<file path="config.mk">
export PLATFORM = sky130hd
export DESIGN_NAME = dmem_arbiter
export DESIGN_NICKNAME = d
export VERILOG_FILES = /design/src/rtl/dmem_arb_pkg.sv /design/src/rtl/rr_arbiter2.sv /design/src/rtl/dmem_arbiter.sv
export SDC_FILE = /design/constraint.sdc
export NUM_CORES = 1
export LEC_CHECK = 0
export BUFFER_PORTS_ARGS = -buffer_cell sky130_fd_sc_hd__buf_2
export CORE_UTILIZATION = 41
export DETAILED_ROUTE_END_ITERATION = 16
export PLACE_DENSITY = 0.82
export SETUP_SLACK_MARGIN = 0.02
export SYNTH_ARGS = -nofsm -noshare
export SYNTH_HDL_FRONTEND = slang
export SYNTH_HIERARCHICAL = 1
export SYNTH_SLANG_ARGS = --single-unit
</file>
<file path="constraint.sdc">
create_clock -name clk -period 1.68 [get_ports clk]
set_input_delay 0.168 -clock clk [delete_from_list [all_inputs] [get_ports clk]]
set_output_delay 0.168 -clock clk [all_outputs]
set_load 0.01 [all_outputs]
</file>
<file path="src/rtl/dmem_arb_pkg.sv">
// Shared types and constants for the data-memory arbiter.
// Latency: n/a (declarations only).
// Backpressure: n/a.
package dmem_arb_pkg;

  // Wait counter width; covers MEM_LATENCY up to 15.
  localparam int CNT_W = 4;

  typedef enum logic [1:0] {
    IDLE   = 2'd0,
    ACCESS = 2'd1,
    WAIT   = 2'd2,
    RESP   = 2'd3
  } state_t;

endpackage

</file>
<file path="src/rtl/rr_arbiter2.sv">
// Two-way picker with a last-grant pointer (round-robin) or fixed priority to requester 0.
// Latency: combinational grant; pointer updates on the clock edge where update=1.
// Backpressure: grant is only meaningful when the caller can accept; caller gates it.
module rr_arbiter2 #(
  parameter int FIXED_PRIORITY = 0
) (
  input  logic clk,
  input  logic reset,
  input  logic req0,
  input  logic req1,
  input  logic update,
  output logic grant0,
  output logic grant1,
  output logic winner
);

  logic last_q;
  logic last_d;
  logic winner_c;

  // Pick the winner: fixed mode favours req0, round-robin favours the one not served last.
  always_comb begin
    winner_c = 1'b0;
    if (FIXED_PRIORITY != 0) begin
      winner_c = !req0 && req1;
    end else if (req0 && req1) begin
      winner_c = !last_q;
    end else begin
      winner_c = req1;
    end
  end

  assign winner = winner_c;
  assign grant0 = req0 && !winner_c;
  assign grant1 = req1 && winner_c;

  // Pointer follows the winner only when a grant is actually taken.
  always_comb begin
    last_d = last_q;
    if (update) begin
      last_d = winner_c;
    end
  end

  // Pointer register; resets to 1 so requester 0 wins the first tie.
  always_ff @(posedge clk or negedge reset) begin
    if (!reset) begin
      last_q <= 1'b1;
    end else begin
      last_q <= last_d;
    end
  end

endmodule

</file>
<file path="src/rtl/dmem_arbiter.sv">
// Arbitrates two requesters onto one fixed-latency single-port memory, one transaction at a time.
// Latency: accept at A, mem_en at A+1, response pulse at A+2+MEM_LATENCY.
// Backpressure: ready only in IDLE for the winner; requests arriving while busy simply wait.
module dmem_arbiter
  import dmem_arb_pkg::*;
#(
  parameter int ADDR_W         = 32,
  parameter int DATA_W         = 32,
  parameter int MEM_LATENCY    = 1,
  parameter int FIXED_PRIORITY = 0
) (
  input  logic              clk,
  input  logic              reset,
  input  logic              req0_valid,
  output logic              req0_ready,
  input  logic              req0_we,
  input  logic [ADDR_W-1:0] req0_addr,
  input  logic [DATA_W-1:0] req0_wdata,
  input  logic              req1_valid,
  output logic              req1_ready,
  input  logic              req1_we,
  input  logic [ADDR_W-1:0] req1_addr,
  input  logic [DATA_W-1:0] req1_wdata,
  output logic              rsp0_valid,
  output logic [DATA_W-1:0] rsp0_rdata,
  output logic              rsp1_valid,
  output logic [DATA_W-1:0] rsp1_rdata,
  output logic              mem_en,
  output logic              mem_we,
  output logic [ADDR_W-1:0] mem_addr,
  output logic [DATA_W-1:0] mem_wdata,
  input  logic [DATA_W-1:0] mem_rdata,
  output logic              busy,
  output logic              grant_id
);

  localparam logic [CNT_W-1:0] LAT_CNT = CNT_W'(MEM_LATENCY);
  localparam logic [CNT_W-1:0] CNT_ONE = CNT_W'(1);

  state_t              state_q, state_d;
  logic                we_q, we_d;
  logic [ADDR_W-1:0]   addr_q, addr_d;
  logic [DATA_W-1:0]   wdata_q, wdata_d;
  logic                owner_q, owner_d;
  logic [CNT_W-1:0]    cnt_q, cnt_d;
  logic [DATA_W-1:0]   rdata_q, rdata_d;

  logic                arb_grant0;
  logic                arb_grant1;
  logic                arb_winner;
  logic                accept;

  rr_arbiter2 #(
    .FIXED_PRIORITY(FIXED_PRIORITY)
  ) u_arb (
    .clk    (clk),
    .reset  (reset),
    .req0   (req0_valid),
    .req1   (req1_valid),
    .update (accept),
    .grant0 (arb_grant0),
    .grant1 (arb_grant1),
    .winner (arb_winner)
  );

  // Sequencer: capture the winner in IDLE, strobe memory, count out the latency, respond.
  always_comb begin
    state_d = state_q;
    we_d    = we_q;
    addr_d  = addr_q;
    wdata_d = wdata_q;
    owner_d = owner_q;
    cnt_d   = cnt_q;
    rdata_d = rdata_q;
    accept  = 1'b0;
    case (state_q)
      IDLE: begin
        if (arb_grant0 || arb_grant1) begin
          accept  = 1'b1;
          owner_d = arb_winner;
          we_d    = arb_winner ? req1_we    : req0_we;
          addr_d  = arb_winner ? req1_addr  : req0_addr;
          wdata_d = arb_winner ? req1_wdata : req0_wdata;
          state_d = ACCESS;
        end
      end
      ACCESS: begin
        cnt_d   = LAT_CNT;
        state_d = WAIT;
      end
      WAIT: begin
        // Treat 0 like 1 so an out-of-range latency cannot wedge the FSM.
        if (cnt_q <= CNT_ONE) begin
          rdata_d = we_q ? '0 : mem_rdata;
          state_d = RESP;
        end else begin
          cnt_d = cnt_q - CNT_ONE;
        end
      end
      RESP: begin
        state_d = IDLE;
      end
      default: begin
        state_d = IDLE;
      end
    endcase
  end

  // State and capture registers; reset drops any in-flight access.
  always_ff @(posedge clk or negedge reset) begin
    if (!reset) begin
      state_q <= IDLE;
      we_q    <= 1'b0;
      addr_q  <= '0;
      wdata_q <= '0;
      owner_q <= 1'b0;
      cnt_q   <= '0;
      rdata_q <= '0;
    end else begin
      state_q <= state_d;
      we_q    <= we_d;
      addr_q  <= addr_d;
      wdata_q <= wdata_d;
      owner_q <= owner_d;
      cnt_q   <= cnt_d;
      rdata_q <= rdata_d;
    end
  end

  // Ready is only offered while idle, and only to the winner.
  assign req0_ready = (state_q == IDLE) && arb_grant0;
  assign req1_ready = (state_q == IDLE) && arb_grant1;

  // Memory strobe decodes straight from state so reset removes it immediately.
  assign mem_en    = (state_q == ACCESS);
  assign mem_we    = (state_q == ACCESS) && we_q;
  assign mem_addr  = addr_q;
  assign mem_wdata = wdata_q;

  // Response pulse to the owner only; data forced to 0 outside the pulse.
  assign rsp0_valid = (state_q == RESP) && !owner_q;
  assign rsp1_valid = (state_q == RESP) &&  owner_q;
  assign rsp0_rdata = rsp0_valid ? rdata_q : '0;
  assign rsp1_rdata = rsp1_valid ? rdata_q : '0;

  assign busy     = (state_q != IDLE);
  assign grant_id = owner_q;

endmodule
</file>
[Word-level counts from Yosys, hierarchy flattened]
Index checks and enable logic that the tools add are counted.
Word-level totals
  register bits: 105
  input bits: 166
  output and inout bits: 136
  logic and storage cells: 49
Cells by class
  $add $sub $neg: 1
  magnitude comparators: 1
  equal/unequal tests: 6
  muxes and demuxes: 14
  reductions and logical operators: 19
Operators by type and width (count)
  $mux W32: 5
  $logic_and A1 B1 Y1: 8
  $pmux W2 S4: 1
  $pmux W4 S2: 1
  $reduce_and A2 Y1: 4
  $ne A2 B2 Y1 const B: 3
  $eq A2 B2 Y1 const B: 2
  $le A4 B1 Y1 const B: 1
  $mux W1: 4
  $mux W2: 2
  $mux W4: 1
  $reduce_bool A2 Y1: 2
  $sub A4 B1 Y4 const B: 1
  $logic_not A1 Y1: 3
  $eq A2 B1 Y1 const B: 1
  $logic_not A2 Y1: 1
  $logic_or A1 B1 Y1: 1

[Longest topological paths before layout]
  depth after elaboration: 7
  depth in mapped cells: 7
  mapped depth without buffers: 5

[By module]
The synthesis kept the hierarchy.
By module, submodules not included
  dmem_arbiter: times used 1, cells an instance 512, area an instance 5477.8 um^2, sequential area each 2602.5 um^2
  rr_arbiter2: times used 1, cells an instance 6, area an instance 71.3 um^2, sequential area each 26.3 um^2

[Worst setup path before layout]
Ideal clock, no wire load.
  kind: reg-to-reg
  from: reg u_arb.last_q
  to: reg u_arb.last_q
  setup time: 0.082 ns
  data arrival time: 1.699 ns
  data required time: 1.598 ns
  setup slack: -0.101 ns
  cell stages (with the launch flop): 8
  buffers on the path: 2
  clock period less this slack: 1.781 ns
  cell sequence: dfstp_2 -> inv_1 -> a21boi_0 -> o21ai_1 -> buf_4 -> buf_2 -> inv_1 -> mux2_4
Between the ends
  word-level cells in the longest chain between the ends: 7
  elaborated cells on any way between the ends: 8
  classes of those cells: mux (3); reduce/logical (5)
Ends and longest elaborated chain
  start, declared: RTL line rr_arbiter2.sv:17  | logic last_q;
  start signal, assigned: RTL line rr_arbiter2.sv:50  | last_q <= last_d;
  $logic_not A1 Y1: RTL line rr_arbiter2.sv:27  | winner_c = !last_q;
  $mux W1: RTL line rr_arbiter2.sv:26  | end else if (req0 && req1) begin
  $logic_not A1 Y1: RTL line rr_arbiter2.sv:34  | assign grant0 = req0 && !winner_c;
  $logic_and A1 B1 Y1: RTL line rr_arbiter2.sv:34
  named net arb_grant0: RTL line dmem_arbiter.sv:48  | logic arb_grant0;
  $logic_or A1 B1 Y1: RTL line dmem_arbiter.sv:78  | if (arb_grant0 || arb_grant1) begin
  $mux W1: RTL line dmem_arbiter.sv:78
  $mux W1: RTL line dmem_arbiter.sv:76  | case (state_q)
  named net accept: RTL line dmem_arbiter.sv:51  | logic accept;
The timed path passes the listed nets, and every way through them passes these cells.
A chain may end at the register's enable or synchronous reset.

[Worst setup path in the final report]
  from: reg state_q[0]
  to: reg rdata_q[23]
Between the ends
  word-level cells in the longest chain between the ends: 2
Ends and longest elaborated chain
  start, declared: RTL line dmem_arbiter.sv:40  | state_t state_q, state_d;
  start signal, assigned: RTL line dmem_arbiter.sv:120  | state_q <= state_d;
  $eq A2 B2 Y1: RTL line dmem_arbiter.sv:76
  $reduce_and A2 Y1 (no line)
  end signal, assigned: RTL line dmem_arbiter.sv:126  | rdata_q <= rdata_d;
  end, declared: RTL line dmem_arbiter.sv:46  | logic [DATA_W-1:0] rdata_q, rdata_d;
No other way between the ends.

==> metrics <==
Min Clock Period, post-route 1.72 ns; via count between 4,000 and 5,000; GRT Residual Overflow 0; H-Tree Depth 3; Final Non-Filler Cells 1,007; final hold vios 0; mux cell area share after synthesis 0.211; 1st-iter DRT viols 240; HPWL after DPL between 10,000 and 15,000 um; Hold Crit Class in -> reg; first-pass GRT wire length 24,500 um; number of library cell types mapped by synthesis 39; CP Cell Sequence inv_1 -> ha_4 -> nand3_4 -> buf_12 -> buf_16 -> mux2_4; worst flop-to-flop path endpoint rdata_q[23]; Gate Count Post-Synth 518; total CTS buffers 9; Yosys Warn Count 6; reg2reg setup slack -0.04 ns; CP Launch Type flop; IO Count 302; Filler cells 1,122; flops & latches, synth 105; register area share after synthesis 0.474; worst path required time 1.91 ns; Layout Skew 0.00549 ns; Max VDD drop approximately 630 uV; placed cell count 978; CP max stage cell dfrtp_1; detailed-route wire length per cell 15.4 um; CP max FO 5; Syn-to-layout area delta 43.2%; Critical Path End Type flop; Crit path depth 6; Avg Inst Size Synth 10.7 um^2; Tot GR Track Use 0.224; CP Class reg -> reg; crit path buf inv count 3; Via density around 4.9; IO Port Bufs 301; Post-synth top flop dfrtp_1; Cell Area, Synth 5550 um^2; antenna violations before repair 0; Clock Path Buffers 2; Final Util 0.600; RSZ-0062 raised after global routing yes; pwr dens 1670 nW/um^2; top cells by area, synth dfrtp_1 47%, mux2i_1 12%, mux2_4 8.4%; Compound-Gate Fraction of Synth Area 0.0771; crit path DAT 1.95 ns; final worst setup slack -0.0448 ns; Clock Pin Slew Worst Setup and Hold Paths 0.07 ns; Detail Route Antenna Nets 0; Layout Nets 999; final wirelength 15,500 um; # setup viols final 41; CP delay by family, top buffers and inverters; core area 13,200 um^2; P_leak approximately 4.5 nW; initial core utilization 0.419; later-pin clock latency in the skew report 0.34 ns; cells on worst reg2reg path 6; Peak Freq 0.580 GHz; ys async rst share 1.00; Slowest Stage Delay on Critical Path 0.42 ns; violated checks setup timing; worst r2r src state_q[0]; Antenna Cells 0; Hold Crit Start req0_addr[19]; cell taking the most area after synthesis dfrtp_1; Post-Syn Nets 691; Hold Worst Slack 0.110 ns; Root Driver clkbuf_16; Slew Viols, Final 0; Die Area 14,000 um^2; drc violations 0; Worst setup endpoint rdata_q[23]; first drt pass iteration count 4; Sink Count approximately 110; status finished with violations; EDFF count, synth 0; Yosys top cell area share 0.469; Synth Area in Simple Gates 0.180; Die Y about 120 um; Worst Setup Slack post-DPL 0.0122 ns; CP startpoint state_q[0]; CTS tree yes; routability-driven placement congestion ratio 0.802; worst relative slew slack 0.708; fin crit share 1.03; largest net degree at the start of global routing 70; max_cap viols 0; post-synthesis adder-cell area fraction 0.0158; total power 13.3 mW; Worst Tran Pin Value 0.438 ns; share of cells above drive strength 1 0.484; main combinational cell family by area after synthesis multiplexers; xor/xnor share of the synthesized area 0; die width 118 um; Row Count 42; vias in the first global route around 4,700
[worst reg2reg max path: cells and delay by family (launching register included)]
| family | cells | cell delay, ns |
|---|---|---|
| buffers and inverters | 3 | 0.52 |
| flip-flops | 1 | 0.42 |
| multiplexers | 1 | 0.29 |
| adder cells (fa/ha/maj) | 1 | 0.22 |
| AND/OR/NAND/NOR | 1 | 0.17 |
[what timing repair did]
action                     CTS  global route
pin swaps                    4             1
setup endpoints to repair   89           136
gates cloned                 2             2
hold buffers                 1             0
setup buffers                6             2
hold endpoints to repair    29             0
gates resized for setup     14            11
[sequential cells by signal (all words and copies together), names as in the netlist]
| signal | count |
|---|---|
| we_q | 1 |
| mem_addr | 32 |
| u_arb/last_q | 1 |
| mem_wdata | 32 |
| state_q | 2 |
| grant_id | 1 |
| cnt_q | 4 |
| rdata_q | 32 |
[synthesized netlist by cell type (7+ instances only)]
library cell and n:
nand2_1 67, dfrtp_1 104, and3_1 32, mux2_4 31, and2b_1 13, inv_1 8, buf_4 8, nor2b_1 21
mux2i_1 66, buf_2 8, ha_1 7, clkbuf_1 17, o21ai_0 65, and2_1 36
[routing by layer]
| metal | global-route usage | share of wire | vias up |
|---|---|---|---|
| li1 | - | - | 2376 |
| met1 | 0.267 | 0.41 | 2313 |
| met2 | 0.396 | 0.51 | 218 |
| met3 | 0.0536 | 0.067 | 19 |
| met4 | 0.0713 | 0.016 | 0 |
| met5 | 0 | 0 | - |
[placed cells by master, fill, tap and decap left out, drive strengths merged, types with 4 or more instances in the layout]
| cell | instances |
|---|---|
| nor2b | 21 |
| and3 | 32 |
| and2b | 13 |
| nand2 | 67 |
| ha | 7 |
| o21ai | 66 |
| buf | 331 |
| nor2 | 5 |
| and2 | 36 |
| clkinv | 4 |
| mux2 | 35 |
| clkbuf | 14 |
| mux2i | 66 |
| dfrtp | 104 |
| inv | 8 |
[cell families (layout without fill, tap and decap cells)]
kind of cell / Yosys count / count (layout)
compound gates: 78 / 78
fa+ha+maj: 7 / 7
buf+inv: 45 / 358
flops: 105 / 105
mux: 101 / 101
simple gates: 182 / 182
[through the flow]
step / area (um^2) / setup TNS [ns]
floorplan: 5560 / 0
global placement: 7370 / 0
detailed placement: 7370 / 0
CTS: 7820 / -0.666
global route: 7950 / -4.77
finish: 7950 / -0.870
[worst min-delay path by stage]
| stage | end | slack [ns] | depth (start not counted) |
|---|---|---|---|
| after floorplan | cnt_q[0] | -0.13 | 0 |
| after global placement | rdata_q[16] | 0.14 | 1 |
| after detailed placement | rdata_q[24] | 0.14 | 1 |
| after CTS | mem_addr[26] | 0.1 | 3 |
| after global routing | mem_addr[26] | 0.12 | 3 |
| final | mem_addr[19] | 0.11 | 3 |
[layout make-up]
cell class	instances	area, um^2	area share
multi-input cells	368	2810	0.353
flip-flops and latches	105	2630	0.331
repair buffers	334	2000	0.252
clock buffers	12	236	0.0298
well taps	176	220	0.0277
inverters	8	30.0	0.00378
clock inverters	4	20.0	0.00252
[power by group]
part / total (mW) / internal (mW) / leakage [nW] / switching [mW]
Clock: 1.89 / 0.998 / 0.130 / 0.897
Combinational: 6.89 / 3.54 / 3.05 / 3.35
Sequential: 4.49 / 3.72 / 1.30 / 0.770
Power figures use the tool's default switching activity.
